File: config.mk
export PLATFORM = sky130hd
export DESIGN_NAME = exp_pulse_gen
export DESIGN_NICKNAME = d
export VERILOG_FILES = /design/src/rtl/exp_pulse_gen.sv
export SDC_FILE = /design/constraint.sdc
export NUM_CORES = 1
export LEC_CHECK = 0
export BUFFER_PORTS_ARGS = -buffer_cell sky130_fd_sc_hd__buf_4
export CAP_MARGIN = 20
export CORE_MARGIN = 5
export CORE_UTILIZATION = 50
export CTS_CLUSTER_DIAMETER = 120
export DETAILED_ROUTE_END_ITERATION = 10
export PLACE_DENSITY_LB_ADDON = 0.08
export REMOVE_ABC_BUFFERS = 1
export SLEW_MARGIN = 20
export SYNTH_ARGS = -nofsm -noshare
export SYNTH_HDL_FRONTEND = slang
export SYNTH_SLANG_ARGS = --single-unit
File: constraint.sdc
create_clock -name clk -period 5.63 [get_ports clk]
set_clock_uncertainty 0.15 [all_clocks]
set_input_delay 1.126 -clock clk [delete_from_list [all_inputs] [get_ports clk]]
set_output_delay 1.126 -clock clk [all_outputs]
set_load 0.05 [all_outputs]
File: src/rtl/exp_pulse_gen.sv
// rtl/exp_pulse_gen.sv - exponential-decay pulse generator with pile-up handling
//
// Purpose: on a start request the output steps up by the captured amplitude
// (saturating), then decays geometrically back toward BASELINE, losing
// excess >> DECAY_SHIFT per sample. A pulse returns to BASELINE when the
// decrement reaches zero or after MAX_LEN decay samples. A start during
// decay piles up on the current level.
//
// Ports:
//   clk          clock, all state changes on the rising edge
//   reset        asynchronous active-low reset
//   start        one-cycle trigger request
//   amplitude    pulse height above the current level, captured on an accepted start
//   output_data  registered sample stream, one sample per clk
//   busy         high while a pulse is in progress (state not IDLE)
//   done         one-cycle strobe, high in the cycle output_data returns to BASELINE
//   pileup       one-cycle strobe, high in the cycle after a start accepted during decay

package package_settings;
  localparam int SIZE_ADC_DATA = 12;
endpackage

module exp_pulse_gen #(
  parameter int          SIZE_ADC_DATA = package_settings::SIZE_ADC_DATA,
  parameter int          DECAY_SHIFT   = 4,
  parameter int unsigned BASELINE      = 0,
  parameter int          MAX_LEN       = 1024
) (
  input  logic                     clk,
  input  logic                     reset,
  input  logic                     start,
  input  logic [SIZE_ADC_DATA-1:0] amplitude,
  output logic [SIZE_ADC_DATA-1:0] output_data,
  output logic                     busy,
  output logic                     done,
  output logic                     pileup
);

  localparam int                W        = SIZE_ADC_DATA;
  localparam int                CNT_W    = (MAX_LEN > 1) ? $clog2(MAX_LEN) : 1;
  localparam logic [W-1:0]      BASE_V   = W'(BASELINE);
  localparam logic [CNT_W-1:0]  CNT_LAST = CNT_W'(MAX_LEN - 1);

  typedef enum logic [1:0] {
    IDLE,
    STEP,
    DECAY
  } state_t;

  state_t           state_q, state_d;
  logic [W-1:0]     data_q, data_d;
  logic [W-1:0]     amp_q, amp_d;
  logic [CNT_W-1:0] cnt_q, cnt_d;
  logic             done_q, done_d;
  logic             pileup_q, pileup_d;

  logic [W:0]       sum;
  logic [W-1:0]     peak;
  logic [W-1:0]     excess;
  logic [W-1:0]     dec;

  // One extra bit on the sum catches overflow so the peak clips instead of wrapping.
  assign sum    = {1'b0, data_q} + {1'b0, amp_q};
  assign peak   = sum[W] ? '1 : sum[W-1:0];

  // data_q never drops below BASE_V, so the excess never underflows.
  assign excess = data_q - BASE_V;
  assign dec    = excess >> DECAY_SHIFT;

  always_comb begin
    state_d  = state_q;
    data_d   = data_q;
    amp_d    = amp_q;
    cnt_d    = cnt_q;
    done_d   = 1'b0;
    pileup_d = 1'b0;
    case (state_q)
      IDLE: begin
        data_d = BASE_V;
        if (start) begin
          state_d = STEP;
          amp_d   = amplitude;
        end
      end
      STEP: begin
        // Base for the step is whatever level was showing when start was
        // accepted: BASELINE from idle, the held decay level on a pile-up.
        data_d  = peak;
        cnt_d   = '0;
        state_d = DECAY;
      end
      DECAY: begin
        if (start) begin
          // Start beats a simultaneous exit: level is held for the step.
          state_d  = STEP;
          amp_d    = amplitude;
          pileup_d = 1'b1;
        end else if ((dec == '0) || (cnt_q == CNT_LAST)) begin
          data_d  = BASE_V;
          done_d  = 1'b1;
          cnt_d   = '0;
          state_d = IDLE;
        end else begin
          data_d = data_q - dec;
          cnt_d  = cnt_q + 1'b1;
        end
      end
      default: begin
        state_d = IDLE;
        data_d  = BASE_V;
      end
    endcase
  end

  always_ff @(posedge clk or negedge reset) begin
    if (!reset) begin
      state_q  <= IDLE;
      data_q   <= BASE_V;
      amp_q    <= '0;
      cnt_q    <= '0;
      done_q   <= 1'b0;
      pileup_q <= 1'b0;
    end else begin
      state_q  <= state_d;
      data_q   <= data_d;
      amp_q    <= amp_d;
      cnt_q    <= cnt_d;
      done_q   <= done_d;
      pileup_q <= pileup_d;
    end
  end

  assign output_data = data_q;
  assign busy        = (state_q != IDLE);
  assign done        = done_q;
  assign pileup      = pileup_q;

endmodule

==> flow_summary.json, run 1 <==
{
  "cp_num_buf_inv": 0,
  "synth-edff-count": 0,
  "antenna_cells": 0,
  "crit_path_end_kind": "flip-flop",
  "hp-start": "cnt_q[3]",
  "portBuffers": 29,
  "grt_pass1_vias": 2321,
  "core_mm2": 0.005439,
  "drive_above_1_share_pct": 18.58,
  "r2r_slack_ps": 2920,
  "ys_types": 57,
  "critical_path_class": "reg2reg",
  "cts_sinks": 38,
  "grt_pass1_wl_um": 10820,
  "cp_top_family": "compound AO/OA/AOI/OAI gates",
  "die_height_um": 84.45,
  "start_util_pct": 50.95,
  "drv_slew": 0,
  "power_density_mw_per_mm2": 491.5,
  "r2r-end": "output_data[10]",
  "critical_path.startpoint": "output_data[0]",
  "finalSetupViolations": 0,
  "synth_warnings": 0,
  "path_max_fanout": 11,
  "cts_post_setup_buffers_inserted": 0,
  "first_pass_iters": 5,
  "netlist_area_mm2": 0.002771,
  "antenna_found_initial": 0,
  "period_minus_slack_ps": 2709,
  "fp-row-count": 27,
  "synthAdderAreaFrac_pct": 12.73,
  "synth_xor_area_share_pct": 3.476,
  "ys_seq_area_share_pct": 34.31,
  "areaGrowthSynthToFinish_pct": 12.73,
  "wl_per_cell_um": 16.15,
  "yosys.area_share.simple_pct": 17.38,
  "ff2ff_path_depth": 8,
  "clk_pin_slew_ps": 80,
  "critPathLaunchType": "flip-flop",
  "ctsResizeCount": 0,
  "cp_common_cell": "a211oi_1",
  "die_area_mm2": 0.007132,
  "drc": 0,
  "overflow": 0,
  "r2r-start": "output_data[0]",
  "rsz0062_at_grt": "false",
  "min_path_type": "reg2reg",
  "clock_path_buffers": 2,
  "slowest_delay_ps": 430,
  "vias": 2347,
  "crit_end": "output_data[10]",
  "totalNegativeSetupSlack_ps": 0,
  "final_hold_viol_count": 0,
  "gp_congestion": 0.8511,
  "io_pins": 30,
  "grt_use_total_pct": 18.62,
  "max_freq_mhz": 369.2,
  "postCtsHoldBufs": 0,
  "cp_slowest_cell": "fa_1",
  "status": "complete, no violations",
  "cts_tree": "done",
  "grt_max_degree": 39,
  "cp.depth": 8,
  "cp.required_ps": 5640,
  "nets": 364,
  "synth_compound_area_share_pct": 23.25,
  "root_buffer": "clkbuf_8",
  "synth_mux_area_share_pct": 5.282,
  "crit_arrival_ps": 2720,
  "vias_per_cell": 5.942,
  "clk-insertion-delay-late_ps": 290,
  "critical_path.cell_chain": "ha_1, fa_1, a211oi_2, o21ai_1, a211oi_1, nor2_1, a211oi_1, o2111ai_1",
  "htree_num_levels": 2,
  "synthArstFlopShare_pct": 100.0,
  "synth_top_family_by_area": "compound AO/OA/AOI/OAI gates",
  "dp_hpwl_um": 4831,
  "totalWireLength_um": 6381,
  "postRouteAntennaNets": 0,
  "drv_cap": 0,
  "die_w_um": 84.45,
  "final_util_pct": 57.44,
  "worstMarginPinSlew_ps": 975.3,
  "synth-seq-cells": 38,
  "syn_inst": 294,
  "power_leakage_uw": 0.001433,
  "postSynthAreaPerCell_um2": 9.427,
  "drt_iter0_drc": 124,
  "cts-buffers-inserted": 5,
  "slew_headroom_pct": 34.84,
  "ys.flop_type": "dfrtp_1",
  "timing.final.crit_share_pct": 48.11,
  "vdd_drop_max_uv": 227.2
}
[layout make-up]
class                   count  area [µm²]
flip-flops and latches     38       950.9
well taps                  72       90.09
clock inverters             1       5.005
inverters                  14       52.55
clock buffers               7       86.33
fillers                   506        2315
repair buffers             29       217.7
multi-input cells         234        1722
[through the flow]
step                cell area, µm²  total power [µW]  instances  worst slack, ps  hold slack (ps)
detailed placement            3033              1335        387             2775            347.3
global placement              3033              1331        387             2815            343.9
CTS                           3124              1540        395             2927            361.6
floorplan                     2725              1114        286             2921            315.1
finish                        3124              1535        395             2921            363.7
global route                  3124              1664        395             2744            378.0
[how the worst min path moves through the flow]
| stage | cells past startpoint | to | slack, ps |
|---|---|---|---|
| after global routing | 1 | amp_q[6] | 380 |
| after detailed placement | 1 | cnt_q[6] | 350 |
| after floorplan | 1 | cnt_q[6] | 320 |
| after global placement | 1 | cnt_q[6] | 340 |
| final | 1 | cnt_q[3] | 360 |
| after CTS | 1 | cnt_q[6] | 360 |
[synth_stat cells, types with 3 or more instances]
library cell	instances	area, µm²
o21ai_1	13	65.06
a21o_1	6	45.04
ha_1	25	312.8
inv_1	13	48.80
a21oi_1	11	55.05
buf_2	7	35.03
nor2_1	17	63.81
nand4_1	3	18.77
nor3b_1	3	22.52
o21ai_0	24	120.1
nand2_1	22	82.58
and3_1	5	31.28
a211oi_1	4	30.03
o221ai_1	4	35.03
xor2_1	4	35.03
nand3_1	8	40.04
o211ai_1	9	67.56
nor2b_1	5	31.28
and2_1	3	18.77
dfrtp_1	38	950.9
o21a_1	3	22.52
nor4_1	4	25.02
mux2_2	13	146.4
xnor2_1	7	61.31
[layer usage]
metal  track usage [%]  vias to the layer above  part of all wire [%]
met3             4.024                       13                   4.3
li1                  -                     1162                     -
met5                 0                        -                     0
met1             24.71                     1112                    46
met4             5.899                        0                   2.1
met2             30.42                       60                    48
[kinds of logic (layout without fill, tap and decap cells)]
family | count (synthesis) | after routing
AOI/OAI and AO/OA | 96 | 96
xor gates and xnor gates | 11 | 11
muxes | 13 | 13
and+or+nand+nor | 87 | 87
adders and majority gates | 27 | 27
buffers and inverters | 22 | 51
DFF | 38 | 38
[placed cells by master (no fill, tap or decap), types with 3 or more instances in the layout]
master / synthesis / final
a21oi_1: 11 / 11
buf_4: 0 / 29
o21a_1: 3 / 3
nand3_1: 8 / 8
and3_1: 5 / 5
nor3b_1: 3 / 3
xnor2_1: 7 / 7
nand4_1: 3 / 3
nor4_1: 4 / 4
and2_1: 3 / 3
clkbuf_8: 0 / 6
ha_1: 25 / 25
o21ai_0: 24 / 24
o21ai_1: 13 / 13
a211oi_1: 4 / 4
nor2_1: 17 / 17
inv_1: 13 / 13
xor2_1: 4 / 4
o221ai_1: 4 / 4
nand2_1: 22 / 22
dfrtp_1: 38 / 38
nor2b_1: 5 / 5
a21o_1: 6 / 6
mux2_2: 13 / 13
o211ai_1: 9 / 9
[where the power goes]
group          total, µW  switching [µW]  internal, µW
registers            417            70.8           346
logic                922             546           376
clock network        197            98.1          98.9
total               1540             715           820
[registers in the layout, indices dropped and copies added, names as in the netlist]
signal / count
output_data: 12
cnt_q: 10
state_q: 2
done: 1
amp_q: 12
pileup: 1
Note: power is estimated with default switching activity, not from simulation.
==> inputs of run 2 (changes only) <==
==> constraint.sdc (replaced) <==
create_clock -name clk -period 2.52 [get_ports clk]
set_clock_uncertainty 0.15 [all_clocks]
set_input_delay 0.504 -clock clk [delete_from_list [all_inputs] [get_ports clk]]
set_output_delay 0.504 -clock clk [all_outputs]
set_load 0.05 [all_outputs]
==> flow_summary.json, run 2 (synthesized netlist as in run 1, its figures left out) <==
{
  "status": "complete, no violations",
  "cp.depth": 9,
  "fin_ws_ps": 126.9,
  "r2r_slack_ps": 130,
  "dp_hpwl_um": 5001,
  "portBuffers": 29,
  "drc": 0,
  "dp_slack_ps": -10.05,
  "drive_above_1_share_pct": 23.95,
  "final_hold_viol_count": 0,
  "cp.required_ps": 2530,
  "slowest_delay_ps": 400,
  "cp_slowest_cell": "dfrtp_1",
  "timing.final.crit_share_pct": 94.97,
  "drt_iter0_drc": 113,
  "first_pass_iters": 4,
  "antenna_cells": 0,
  "overflow": 0,
  "crit_arrival_ps": 2400,
  "clk-insertion-delay-late_ps": 300,
  "worstMarginPinSlew_ps": 668.5,
  "r2r-start": "output_data[0]",
  "antenna_found_initial": 0,
  "totalNegativeSetupSlack_ps": 0,
  "holdWs_ps": 15.29,
  "vias_per_cell": 5.833,
  "drv_slew": 0,
  "critical_path.startpoint": "output_data[0]",
  "cts_sinks": 38,
  "vdd_drop_max_uv": 637.2,
  "cts_tree": "done",
  "crit_path_end_kind": "flip-flop",
  "cp_top_family": "compound AO/OA/AOI/OAI gates",
  "clock_path_buffers": 2,
  "fp-row-count": 27,
  "ff2ff_path_depth": 9,
  "drv_cap": 0,
  "root_buffer": "clkbuf_8",
  "grt_pass1_wl_um": 11000,
  "fillers": 489,
  "grt_max_degree": 39,
  "vias": 2368,
  "power_density_mw_per_mm2": 1099,
  "path_max_fanout": 9,
  "min_path_type": "in2async",
  "io_pins": 30,
  "wl_per_cell_um": 16.27,
  "post-place-cells": 397,
  "max_freq_mhz": 417.9,
  "stdcell_count": 406,
  "postCtsHoldBufs": 0,
  "power_leakage_uw": 0.001490,
  "die_area_mm2": 0.007132,
  "cp_num_buf_inv": 1,
  "areaGrowthSynthToFinish_pct": 16.88,
  "final_common_cell": "buf_4",
  "critPathLaunchType": "flip-flop",
  "gp_congestion": 0.9261,
  "grt_pass1_vias": 2350,
  "totalWireLength_um": 6605,
  "slew_headroom_pct": 55.14,
  "critical_path_class": "reg2reg",
  "period_minus_slack_ps": 2393,
  "clk_pin_slew_ps": 80,
  "start_util_pct": 50.95,
  "die_w_um": 84.45,
  "nets": 375,
  "rsz0062_at_grt": "true",
  "cts-buffers-inserted": 5,
  "core_mm2": 0.005439,
  "postRouteAntennaNets": 0,
  "critical_path.cell_chain": "ha_2, fa_2, a211oi_2, o21ai_2, a211oi_2, nor2_2, buf_4, a21oi_1, o221ai_1",
  "final_util_pct": 59.56,
  "htree_num_levels": 2,
  "cp_common_cell": "a211oi_2",
  "layout_common_cells": "40 x buf_4, 38 x dfrtp_1, 24 x o21ai_0, 24 x ha_1, 22 x nand2_1",
  "finalSetupViolations": 0,
  "die_height_um": 84.45,
  "grt_use_total_pct": 18.99
}
run 2: changes by cell type in the layout (fill, tap and decap cells not counted), sizes merged:
cell,change
clkinvlp,+1
clkbuf,-1
buf,+11
run 2: path summary, 6_finish.rpt:
kind	endpoint
min reg2reg	cnt_q[3]
max reg2reg	output_data[7]
min	output_data[1]
min in group clk	amp_q[1]
max	output_data[7]
max in group asynchronous	cnt_q[5]
run 2: routing by layer:
layer | part of all wire, % | global-route usage [%] | vias to the layer above | routed length (µm)
met5 | 0 | 0 | - | 0
met4 | 0.97 | 4.748 | 0 | 64
met2 | 48 | 32.35 | 50 | 3174
met3 | 5.1 | 4.024 | 6 | 339
li1 | - | - | 1175 | -
met1 | 46 | 24.63 | 1137 | 3026
run 2: worst reg2reg max path: stages, from the launching register on:
cell      delay [ps]
dfrtp_1          400
ha_2             200
fa_2             350
a211oi_2         280
o21ai_2          110
a211oi_2         260
nor2_2            80
buf_4            170
a21oi_1          140
o221ai_1         120
run 2: through the flow:
stage | instance area (µm²) | power, µW
floorplan | 2725 | 2490
global placement | 3108 | 3034
detailed placement | 3108 | 3048
CTS | 3207 | 3518
global route | 3239 | 3845
finish | 3239 | 3559
run 2: what timing repair did:
| action | 4_1_cts | 5_1_grt |
|---|---|---|
| cloned | 0 | 0 |
| buffers inserted | 0 | 1 |
| setup endpoints to repair | 3 | 12 |
| pin swaps | 3 | 4 |
| resized for setup | 1 | 7 |
| endpoints found under the hold margin | 0 | 0 |
run 2: where the power goes:
part           switching [µW]  internal [µW]
logic                    1270            920
clock network             225            220
registers                 149            773
run 2: layout make-up:
| class | instances | area [µm²] | area share [%] |
|---|---|---|---|
| clock buffers | 6 | 82.58 | 2.549 |
| clock inverters | 2 | 12.51 | 0.3862 |
| inverters | 14 | 52.55 | 1.622 |
| multi-input cells | 234 | 1750 | 54.04 |
| flip-flops and latches | 38 | 950.9 | 29.35 |
| well taps | 72 | 90.09 | 2.781 |
| repair buffers | 40 | 300.3 | 9.270 |
